`config.mk`:
```
export PLATFORM = sky130hd
export DESIGN_NAME = seq_mult_n
export DESIGN_NICKNAME = d
export VERILOG_FILES = /design/src/rtl/seq_mult_n.sv
export SDC_FILE = /design/constraint.sdc
export NUM_CORES = 1
export LEC_CHECK = 0
export BUFFER_PORTS_ARGS = -buffer_cell sky130_fd_sc_hd__buf_2
export CORE_MARGIN = 2
export CORE_UTILIZATION = 50
export DETAILED_ROUTE_END_ITERATION = 8
export GPL_ROUTABILITY_DRIVEN = 0
export PLACE_DENSITY = 0.79
export SETUP_SLACK_MARGIN = 0.3
export SYNTH_ARGS = -nofsm -noshare
export SYNTH_HDL_FRONTEND = slang
export SYNTH_SLANG_ARGS = --single-unit
```
`constraint.sdc`:
```
create_clock -name Clk -period 2.8 [get_ports Clk]
set_input_delay 0.28 -clock Clk [delete_from_list [all_inputs] [get_ports Clk]]
set_output_delay 0.28 -clock Clk [all_outputs]
set_load 0.05 [all_outputs]
```
`src/rtl/seq_mult_n.sv`:
```
// Parametrised sequential shift-add multiplier: multiplier in B, multiplicand on Din,
// 2W-bit product left in {A,B}, one add-and-shift per cycle, signed or unsigned.
module seq_mult_n #(
   parameter int W = 8
) (
   input  logic         Clk,
   input  logic         Reset,
   input  logic         Load_B,
   input  logic         Start,
   input  logic         SignedMode,
   input  logic [W-1:0] Din,
   output logic [W-1:0] Aval,
   output logic [W-1:0] Bval,
   output logic         X,
   output logic         Busy,
   output logic         Done
);

   localparam int CW = $clog2(W);

   typedef enum logic [1:0] {IDLE, RUN, DONE} state_t;

   state_t         state, state_nxt;
   logic [W-1:0]   a, b, m;
   logic           x, sm;
   logic [CW-1:0]  count;
   logic           last, do_load, do_start, do_iter;
   logic [W:0]     ext_a, ext_m, sum;

   assign last = (count == CW'(W-1));

   // NOTE: every always_comb output gets a default first so no path leaves it unassigned (no latch).
   always_comb begin
      state_nxt = state;
      do_load   = 1'b0;
      do_start  = 1'b0;
      do_iter   = 1'b0;
      case (state)
         IDLE: begin
            if (Load_B) begin
               do_load = 1'b1;
            end else if (Start) begin
               do_start  = 1'b1;
               state_nxt = RUN;
            end
         end
         RUN: begin
            do_iter = 1'b1;
            if (last) state_nxt = DONE;
         end
         DONE: begin
            // A load in DONE keeps the result state; otherwise wait for Start to drop.
            if (Load_B)      do_load   = 1'b1;
            else if (!Start) state_nxt = IDLE;
         end
         default: state_nxt = IDLE;
      endcase
   end

   // The final multiplier bit carries weight -2^(W-1) in signed mode, hence a subtract.
   always_comb begin
      ext_a = sm ? {a[W-1], a} : {1'b0, a};
      ext_m = sm ? {m[W-1], m} : {1'b0, m};
      sum   = ext_a;
      if (b[0]) begin
         if (sm && last) sum = ext_a - ext_m;
         else            sum = ext_a + ext_m;
      end
   end

   // NOTE: sequential state uses non-blocking assignments so all registers update from pre-edge values.
   always_ff @(posedge Clk or posedge Reset) begin
      if (Reset) begin
         state <= IDLE;
         a     <= '0;
         b     <= '0;
         m     <= '0;
         x     <= 1'b0;
         sm    <= 1'b0;
         count <= '0;
      end else begin
         state <= state_nxt;
         if (do_load) begin
            b <= Din;
            a <= '0;
            x <= 1'b0;
         end
         if (do_start) begin
            m     <= Din;
            sm    <= SignedMode;
            a     <= '0;
            x     <= 1'b0;
            count <= '0;
         end
         if (do_iter) begin
            a     <= sum[W:1];
            b     <= {sum[0], b[W-1:1]};
            x     <= sm & sum[W];
            count <= count + CW'(1);
         end
      end
   end

   assign Aval = a;
   assign Bval = b;
   assign X    = x;
   assign Busy = (state == RUN);
   assign Done = (state == DONE);

endmodule

```
==> impl_metrics.json, run 1 <==
{
  "synth-edff-count": 0,
  "slew_viol_final": 0,
  "drtIter0Drc": 74,
  "path_delay_family": "simple AND/OR/NAND/NOR gates",
  "crit_path_end_kind": "flip-flop",
  "cp.arrival_ns": 2.84,
  "dieArea_mm2": 0.004358,
  "ys_warn_count": 0,
  "yosys_most_used_dff": "dfrtp_1",
  "timing.fmax_mhz": 374.6,
  "critPathLaunchType": "flip-flop",
  "synth_area_per_cell_um2": 9.335,
  "holdWs_ns": 0.06457,
  "most-common-layout-cells": "dfrtp_1 (31), buf_2 (31), nand2_1 (21)",
  "worst_slew_pin_slew_ns": 0.4863,
  "antennaDiodeCount": 0,
  "drc": 0,
  "n_fill_cell": 315,
  "post-route-period-util": 0.9535,
  "ant_nets": 0,
  "num_rows": 22,
  "finish.utilization": 0.6672,
  "wl_per_cell_um": 15.22,
  "ys_ff_latch": 31,
  "htreeDepth": 2,
  "dp_hpwl_mm": 3.048,
  "detailedPlace.worstSlack_ns": 0.07256,
  "cts_tree": "built",
  "start_util": 0.5214,
  "dieHeight_um": 66.02,
  "synthesis.nets": 231,
  "grt_max_degree": 32,
  "dr.pass1.iters": 4,
  "worst_slack_ns": 0.1303,
  "reg2reg_from": "count[0]$_DFFE_PP0P_",
  "clk_latency_ns": 0.29,
  "seq_area_um2": 775.7,
  "path_max_fanout": 6,
  "first_global_vias": 1660,
  "finalSetupViolations": 0,
  "r2r_cells": 12,
  "hp-class": "in2async",
  "drt_wl_total_mm": 4.536,
  "grt-ovfl-total": 0,
  "cts.sinks": 31,
  "postSynthCellCount": 206,
  "timing.setup.tns_ns": 0,
  "antenna_found_initial": 0,
  "ys_async_sr_fraction": 1.000,
  "worst_path_max_delay_cell": "dfrtp_1",
  "grt_pass1_wl_mm": 7.521,
  "fp.dieW_um": 66.02,
  "coreArea_mm2": 0.003689,
  "r2r_setup_slack_ns": 0.13,
  "hold_viol_final": 0,
  "track_usage": 0.2279,
  "cts_buffer_depth": 2,
  "r2r_end": "Aval[7]$_DFFE_PP0P_",
  "worstPathRequired_ns": 2.97,
  "worst-path-buf-inv": 1,
  "skew_ns": 0.01191,
  "cts_root_buffer": "clkbuf_8",
  "fin_crit_ns": 2.670,
  "num_io_pins": 32,
  "viasPerCell": 5.789,
  "slowest_delay_ns": 0.40,
  "outcome": "completed",
  "vias": 1725,
  "crit_type": "reg2reg",
  "slew_headroom": 0.6758,
  "area_growth_pct": 27.98,
  "crit_chain": "ha_2, ha_4, and2_4, a31oi_4, xnor2_2, ha_1, buf_4, nand3_1, and3b_2, nor3_2, a2111oi_4, nand2_1",
  "synth_cell_types": 49,
  "path_clk_slew_ns": 0.07,
  "cap_viol_max_count": 0,
  "syn_area_mm2": 0.001923,
  "numCtsBuffers": 5,
  "grt_setup_unrepaired": "yes",
  "ys_seq_area_frac": 0.4034,
  "multiInputGateArea_mm2": 0.001254,
  "final_layout_size_suffix_gt1_frac": 0.3560,
  "layout.nets": 274,
  "io_buffers": 31
}
## stage by stage
stage	instances	cell area [um2]
4_1_cts	298	2419
3_3_place_gp	281	2185
2_1_floorplan	206	1982
3_5_place_dp	281	2185
6_report	298	2461
5_1_grt	298	2461
## per-layer routing
metal  wire (um)  global-route usage
met4         101             0.08673
met3         215             0.05622
met5           0                   0
met1        1930              0.2738
met2        2289              0.3927
## cells in the mapped netlist (2+ instances only)
master	count	area share
a21o_1	2	0.0078
a21oi_1	12	0.031
a31oi_1	3	0.0098
and3_1	3	0.0098
buf_2	4	0.010
clkbuf_1	3	0.0059
dfrtp_1	31	0.40
ha_1	11	0.072
inv_1	7	0.014
mux2_2	7	0.041
mux2i_1	4	0.021
nand2_1	22	0.043
nand2b_1	2	0.0065
nand3_1	4	0.010
nor2_1	22	0.043
nor2b_1	2	0.0065
nor3_1	3	0.0078
nor4_1	2	0.0065
nor4b_2	2	0.016
o21a_1	2	0.0078
o21ai_0	15	0.039
o21ai_1	2	0.0052
o22ai_1	7	0.023
xnor2_1	8	0.036
xor2_1	2	0.0091
## worst max path at each step
stage | startpoint | endpoint | slack [ns] | cells past startpoint
after floorplan | count[0]$_DFFE_PP0P_ | Aval[7]$_DFFE_PP0P_ | 0.17 | 13
after global placement | count[0]$_DFFE_PP0P_ | Aval[7]$_DFFE_PP0P_ | 0.13 | 12
after detailed placement | count[0]$_DFFE_PP0P_ | Aval[7]$_DFFE_PP0P_ | 0.07 | 12
after CTS | count[0]$_DFFE_PP0P_ | X$_DFFE_PP0P_ | 0.19 | 12
after global routing | count[0]$_DFFE_PP0P_ | Aval[7]$_DFFE_PP0P_ | 0.02 | 12
final | count[0]$_DFFE_PP0P_ | Aval[7]$_DFFE_PP0P_ | 0.13 | 12
## cell families (layout without fill, tap and decap cells)
| family | count (synthesis) | count (layout) | share of synthesized area |
|---|---|---|---|
| AO/OA/AOI/OAI | 53 | 53 | 0.1744 |
| XOR/XNOR | 10 | 10 | 0.04555 |
| adder cells (fa/ha/maj) | 12 | 12 | 0.08198 |
| buffers and inverters | 17 | 61 | 0.03969 |
| flip-flops | 31 | 31 | 0.4034 |
| multiplexers | 11 | 11 | 0.06181 |
| AND/OR/NAND/NOR | 72 | 72 | 0.1932 |
## layout make-up
type | count | share of cell area
inverters | 9 | 0.01373
multi-input cells | 158 | 0.5094
well taps | 48 | 0.02440
repair buffers | 44 | 0.1027
clock inverters | 2 | 0.005084
clock buffers | 6 | 0.02949
flip-flops and latches | 31 | 0.3152
## state kept, by name (all words and copies together), names as in the netlist
register and cells:
Aval 8, Bval 8, m 8, count 3, state 2, X 1
sm 1
## worst register-to-register path: cells and delay by family, from the launching register on
family	cells	cell delay [ns]
simple gates	5	0.71
buf+inv	1	0.15
xor+xnor	1	0.14
compound gates	2	0.50
flops	1	0.40
fa+ha+maj	3	0.65
## repair_timing
action,in CTS,in global routing
hold buffers,0,0
setup buffers,9,0
pin swaps,18,9
resized for setup,14,7
endpoints found under the setup margin,4,5
Power of run 1 is not shown: default switching activity piles up to over one toggle a cycle in this logic, so the estimate is an artifact.
==> run 2: changes to the inputs <==
CORE_MARGIN = 5   (was 2)
==> impl_metrics.json, run 2 (synthesis results as in run 1) <==
{
  "outcome": "completed",
  "cap_viol_max_count": 0,
  "drt_wl_total_mm": 4.823,
  "final_layout_size_suffix_gt1_frac": 0.3705,
  "numCtsBuffers": 5,
  "r2r_cells": 12,
  "cts_tree": "built",
  "slowest_delay_ns": 0.42,
  "design_area_mm2": 0.002490,
  "dieArea_mm2": 0.005186,
  "antenna_found_initial": 0,
  "path_clk_slew_ns": 0.07,
  "cts_buffer_depth": 2,
  "coreArea_mm2": 0.003689,
  "endpoint": "Aval[7]$_DFFE_PP0P_",
  "reg2reg_from": "count[1]$_DFFE_PP0P_",
  "grt_max_degree": 32,
  "drc": 0,
  "first_global_vias": 1757,
  "num_rows": 22,
  "worstPathRequired_ns": 2.97,
  "hp-class": "in2async",
  "area_growth_pct": 29.47,
  "grt-ovfl-total": 0,
  "viasPerCell": 5.766,
  "htreeDepth": 2,
  "r2r_end": "Aval[7]$_DFFE_PP0P_",
  "finish.utilization": 0.6750,
  "post-route-period-util": 0.9552,
  "skew_ns": 0.004390,
  "crit_chain": "ha_4, ha_4, and2_4, a31oi_4, xnor2_2, ha_1, buf_4, nand3_1, and3b_2, nor4b_4, a2111oi_2, nand2_1",
  "drtIter0Drc": 105,
  "fin_crit_ns": 2.675,
  "layout.nets": 275,
  "dieHeight_um": 72.02,
  "worst_slew_pin_slew_ns": 0.4712,
  "antennaDiodeCount": 0,
  "hold_viol_final": 0,
  "wl_per_cell_um": 16.13,
  "placed_area_mm2": 0.002185,
  "vias": 1724,
  "crit_type": "reg2reg",
  "path_max_fanout": 6,
  "cp.arrival_ns": 2.85,
  "n_fill_cell": 292,
  "hold_buffers": 0,
  "clk_latency_ns": 0.29,
  "stdcell_count": 299,
  "worst_path_max_delay_cell": "dfrtp_1",
  "dp_hpwl_mm": 3.160,
  "placed_cells": 281,
  "cp-startpoint": "count[1]$_DFFE_PP0P_",
  "ant_nets": 0,
  "grt_pass1_wl_mm": 8.066,
  "fp.dieW_um": 72.02,
  "io_buffers": 31,
  "cts.sinks": 31,
  "most-common-layout-cells": "dfrtp_1 (31), buf_2 (31), nand2_1 (21)",
  "r2r_setup_slack_ns": 0.13,
  "grt_setup_unrepaired": "yes",
  "critPathLaunchType": "flip-flop",
  "finalSetupViolations": 0,
  "dr.pass1.iters": 4,
  "slew_headroom": 0.6859,
  "slew_viol_final": 0,
  "track_usage": 0.1977,
  "crit_path_end_kind": "flip-flop",
  "num_io_pins": 32,
  "timing.fmax_mhz": 373.9,
  "start_util": 0.5214,
  "cpMostUsedCell": "ha_4",
  "cts_root_buffer": "clkbuf_8",
  "timing.setup.tns_ns": 0
}
==> run 2: worst min-delay path by stage <==
stage	from	endpoint	slack (ns)
after detailed placement	Reset	count[2]$_DFFE_PP0P_	0.39
after CTS	Reset	state[0]$_DFFE_PP0P_	0.08
after global routing	Reset	state[0]$_DFFE_PP0P_	0.1
after floorplan	Reset	Aval[0]$_DFFE_PP0P_	0.38
after global placement	Reset	sm$_DFFE_PP0P_	0.38
final	Reset	count[1]$_DFFE_PP0P_	0.06
==> run 2: metal layers <==
metal  part of all wire  global-route usage  vias to the layer above
met5                  0                   0                        -
met2               0.48              0.3347                       51
met3              0.049             0.04017                       18
met4              0.035             0.08142                        0
met1               0.43              0.2458                      832
li1                   -                   -                      823
==> run 2: layout make-up <==
| cell class | instances | area (um2) | area share |
|---|---|---|---|
| Inverter | 9 | 33.78 | 0.01357 |
| Timing Repair Buffer | 45 | 260.3 | 0.1045 |
| Tap cell | 48 | 60.06 | 0.02412 |
| Clock inverter | 1 | 7.507 | 0.003015 |
| Multi-Input combinational cell | 158 | 1256 | 0.5045 |
| Sequential cell | 31 | 775.7 | 0.3116 |
| Clock buffer | 7 | 96.34 | 0.03869 |
==> run 2: per-stage QoR <==
step,setup WS [ns],hold slack (ns)
after global routing,0.01705,0.09905
after detailed placement,0.06509,0.3856
final,0.1255,0.06484
after global placement,0.1294,0.3759
after floorplan,0.1658,0.3835
after CTS,0.1642,0.07698
==> run 2: critical path, delay by kind of cell (launching register included) <==
kind	cells	cell delay, ns
compound gates	2	0.51
xor+xnor	1	0.09
fa+ha+maj	3	0.65
buf+inv	1	0.12
flops	1	0.42
simple gates	5	0.76
==> run 2: repair_timing <==
item	CTS	global route
buffers inserted	9	1
resized for setup	15	12
pin swaps	20	20
setup endpoints to repair	4	7
Power of run 2 is left out for the same reason.
==> run 3: changes to the inputs <==
ABC_AREA = 1   (was unset)
ABC_CLOCK_PERIOD_IN_PS = 2800   (was unset)
CAP_MARGIN = 40   (was unset)
CORE_UTILIZATION = 51   (was 50)
PLACE_DENSITY = 0.8   (was 0.79)
==> impl_metrics.json, run 3 <==
{
  "ys_seq_area_frac": 0.3899,
  "wl_per_cell_um": 15.23,
  "vias": 1838,
  "layout.nets": 308,
  "num_rows": 22,
  "io_buffers": 31,
  "synth.top_cells.by_area": "dfrtp_1 (39%), nand2_1 (8.7%), ha_1 (6.9%)",
  "dieHeight_um": 72.46,
  "cp.arrival_ns": 2.63,
  "path_clk_slew_ns": 0.07,
  "fp.dieW_um": 72.46,
  "slowest_delay_ns": 0.40,
  "antenna_found_initial": 0,
  "area_growth_pct": 25.22,
  "ys_warn_count": 0,
  "outcome": "completed",
  "critPathLaunchType": "flip-flop",
  "postSynthCellCount": 245,
  "drc": 0,
  "path_delay_family": "simple AND/OR/NAND/NOR gates",
  "finalSetupViolations": 0,
  "hold_viol_final": 0,
  "syn_area_mm2": 0.001989,
  "most-common-layout-cells": "nand2_1 (41), dfrtp_1 (31), buf_2 (31)",
  "cts_buffer_depth": 2,
  "synthesis.nets": 270,
  "cts.sinks": 31,
  "mostFrequentLayoutCell": "nand2_1",
  "crit_type": "reg2reg",
  "grt_pass1_wl_mm": 7.997,
  "synth.most_common_cell": "nand2_1",
  "worst-path-buf-inv": 2,
  "grt-ovfl-total": 0,
  "track_usage": 0.1959,
  "cpMostUsedCell": "nand2_1",
  "viasPerCell": 5.536,
  "slew_viol_final": 0,
  "ant_nets": 0,
  "synth_commonest_cells": "nand2_1 (46), dfrtp_1 (31), inv_1 (31)",
  "fin_crit_ns": 2.398,
  "synth_top_area_frac": 0.3899,
  "dp_hpwl_mm": 3.285,
  "timing.fmax_mhz": 417.1,
  "worst_slew_pin_slew_ns": 0.4789,
  "hp-class": "in2async",
  "cts_tree": "built",
  "htreeDepth": 2,
  "grt_setup_unrepaired": "yes",
  "num_io_pins": 32,
  "numCtsBuffers": 5,
  "grt_max_degree": 32,
  "coreArea_mm2": 0.003716,
  "slew_headroom": 0.6807,
  "ys_ff_latch": 31,
  "antennaDiodeCount": 0,
  "drtIter0Drc": 127,
  "timing.setup.tns_ns": 0,
  "synth_cell_types": 32,
  "crit_path_end_kind": "flip-flop",
  "dr.pass1.iters": 4,
  "worstPathRequired_ns": 3.03,
  "yosys_most_used_dff": "dfrtp_1",
  "cap_viol_max_count": 0,
  "ys_async_sr_fraction": 1.000,
  "worst_path_max_delay_cell": "dfrtp_1",
  "path_max_fanout": 5,
  "dieArea_mm2": 0.005250,
  "clk_latency_ns": 0.29,
  "post-synth-top-area-cell": "dfrtp_1",
  "first_global_vias": 1783,
  "post-route-period-util": 0.8563,
  "skew_ns": 0.01019,
  "synth-edff-count": 0,
  "crit_chain": "ha_2, ha_4, nand2_8, o31ai_1, xnor2_1, inv_1, ha_4, nand2_1, nand3_2, nand2_1, nand2_2, inv_1, nand2_1, nand3_1, nand2_1, nand4_1, nand2_1",
  "start_util": 0.5354,
  "synth_area_per_cell_um2": 8.120,
  "drt_wl_total_mm": 5.057,
  "final_layout_size_suffix_gt1_frac": 0.3204,
  "cts_root_buffer": "clkbuf_8"
}
run 3: changes by cell type in the layout (fill, tap and decap cells not counted), moves of 4 or more:
cell / delta
inv_1: +23
mux2_2: -4
nand2_2: +4
a21oi_1: +10
nand4_1: +5
buf_4: -9
ha_1: -4
nand2_1: +20
nand3_1: +8
run 3: worst register-to-register path: stages, from the launching register on:
cell and delay, ns:
dfrtp_1 0.40, ha_2 0.21, ha_4 0.18, nand2_8 0.08
o31ai_1 0.09, xnor2_1 0.13, inv_1 0.10, ha_4 0.32
nand2_1 0.11, nand3_2 0.12, nand2_1 0.07, nand2_2 0.08
inv_1 0.05, nand2_1 0.07, nand3_1 0.06, nand2_1 0.11
nand4_1 0.09, nand2_1 0.07
run 3: cells by family (layout without fill, tap and decap cells):
group           count (synthesis)  after routing  share of synthesized area
mux                             3              3                    0.01698
buf+inv                        41             80                    0.08993
simple gates                   97             97                     0.2409
xor+xnor                        6              6                    0.02641
fa+ha+maj                      12             12                    0.07924
compound gates                 55             55                     0.1566
flops                          31             31                     0.3899
run 3: metal layers:
| layer | GRT usage | share of wire | up-vias |
|---|---|---|---|
| li1 | - | - | 887 |
| met1 | 0.2292 | 0.40 | 865 |
| met2 | 0.3347 | 0.51 | 72 |
| met3 | 0.05263 | 0.064 | 14 |
| met4 | 0.08811 | 0.029 | 0 |
| met5 | 0 | 0 | - |
run 3: path summary, 6_finish.rpt:
check	slack, ns	to	cells after the start	start
min in group Clk	0.23	state[1]$_DFFE_PP0P_	3	Load_B
max in group asynchronous	2.45	m[0]$_DFFE_PP0P_	3	Reset
setup reg to reg	0.40	X$_DFFE_PP0P_	17	count[1]$_DFFE_PP0P_
hold reg to reg	0.49	X$_DFFE_PP0P_	2	X$_DFFE_PP0P_
setup / recovery	0.40	X$_DFFE_PP0P_	17	count[1]$_DFFE_PP0P_
hold / removal	0.05	Aval[2]$_DFFE_PP0P_	3	Reset
run 3: cell type report:
class,instances,area (um2)
Sequential cell,31,775.7
Clock buffer,6,82.58
Tap cell,48,60.06
Fill cell,292,1225
Multi-Input combinational cell,173,1200
Inverter,36,145.1
Timing Repair Buffer,36,192.7
Clock inverter,2,35.03
run 3: through the flow:
step | hold slack (ns) | setup WS [ns] | cell area, um2 | instances | utilization
floorplan | 0.3835 | 0.4152 | 1989 | 245 | -
global placement | 0.3769 | 0.2788 | 2173 | 320 | 0.5848
detailed placement | 0.3835 | 0.2088 | 2173 | 320 | 0.5848
CTS | 0.07295 | 0.3120 | 2317 | 328 | 0.6236
global route | 0.1157 | 0.2283 | 2491 | 332 | 0.6704
finish | 0.04832 | 0.4024 | 2491 | 332 | 0.6704
run 3: timing repair:
item | 4_1_cts | 5_1_grt
hold buffers | 0 | 0
endpoints found under the setup margin | 5 | 7
pin swaps | 1 | 15
resized for setup | 6 | 33
hold endpoints to repair | 0 | 0
gates cloned | 0 | 0
buffers inserted | 0 | 4
Power of run 3 is left out for the same reason.
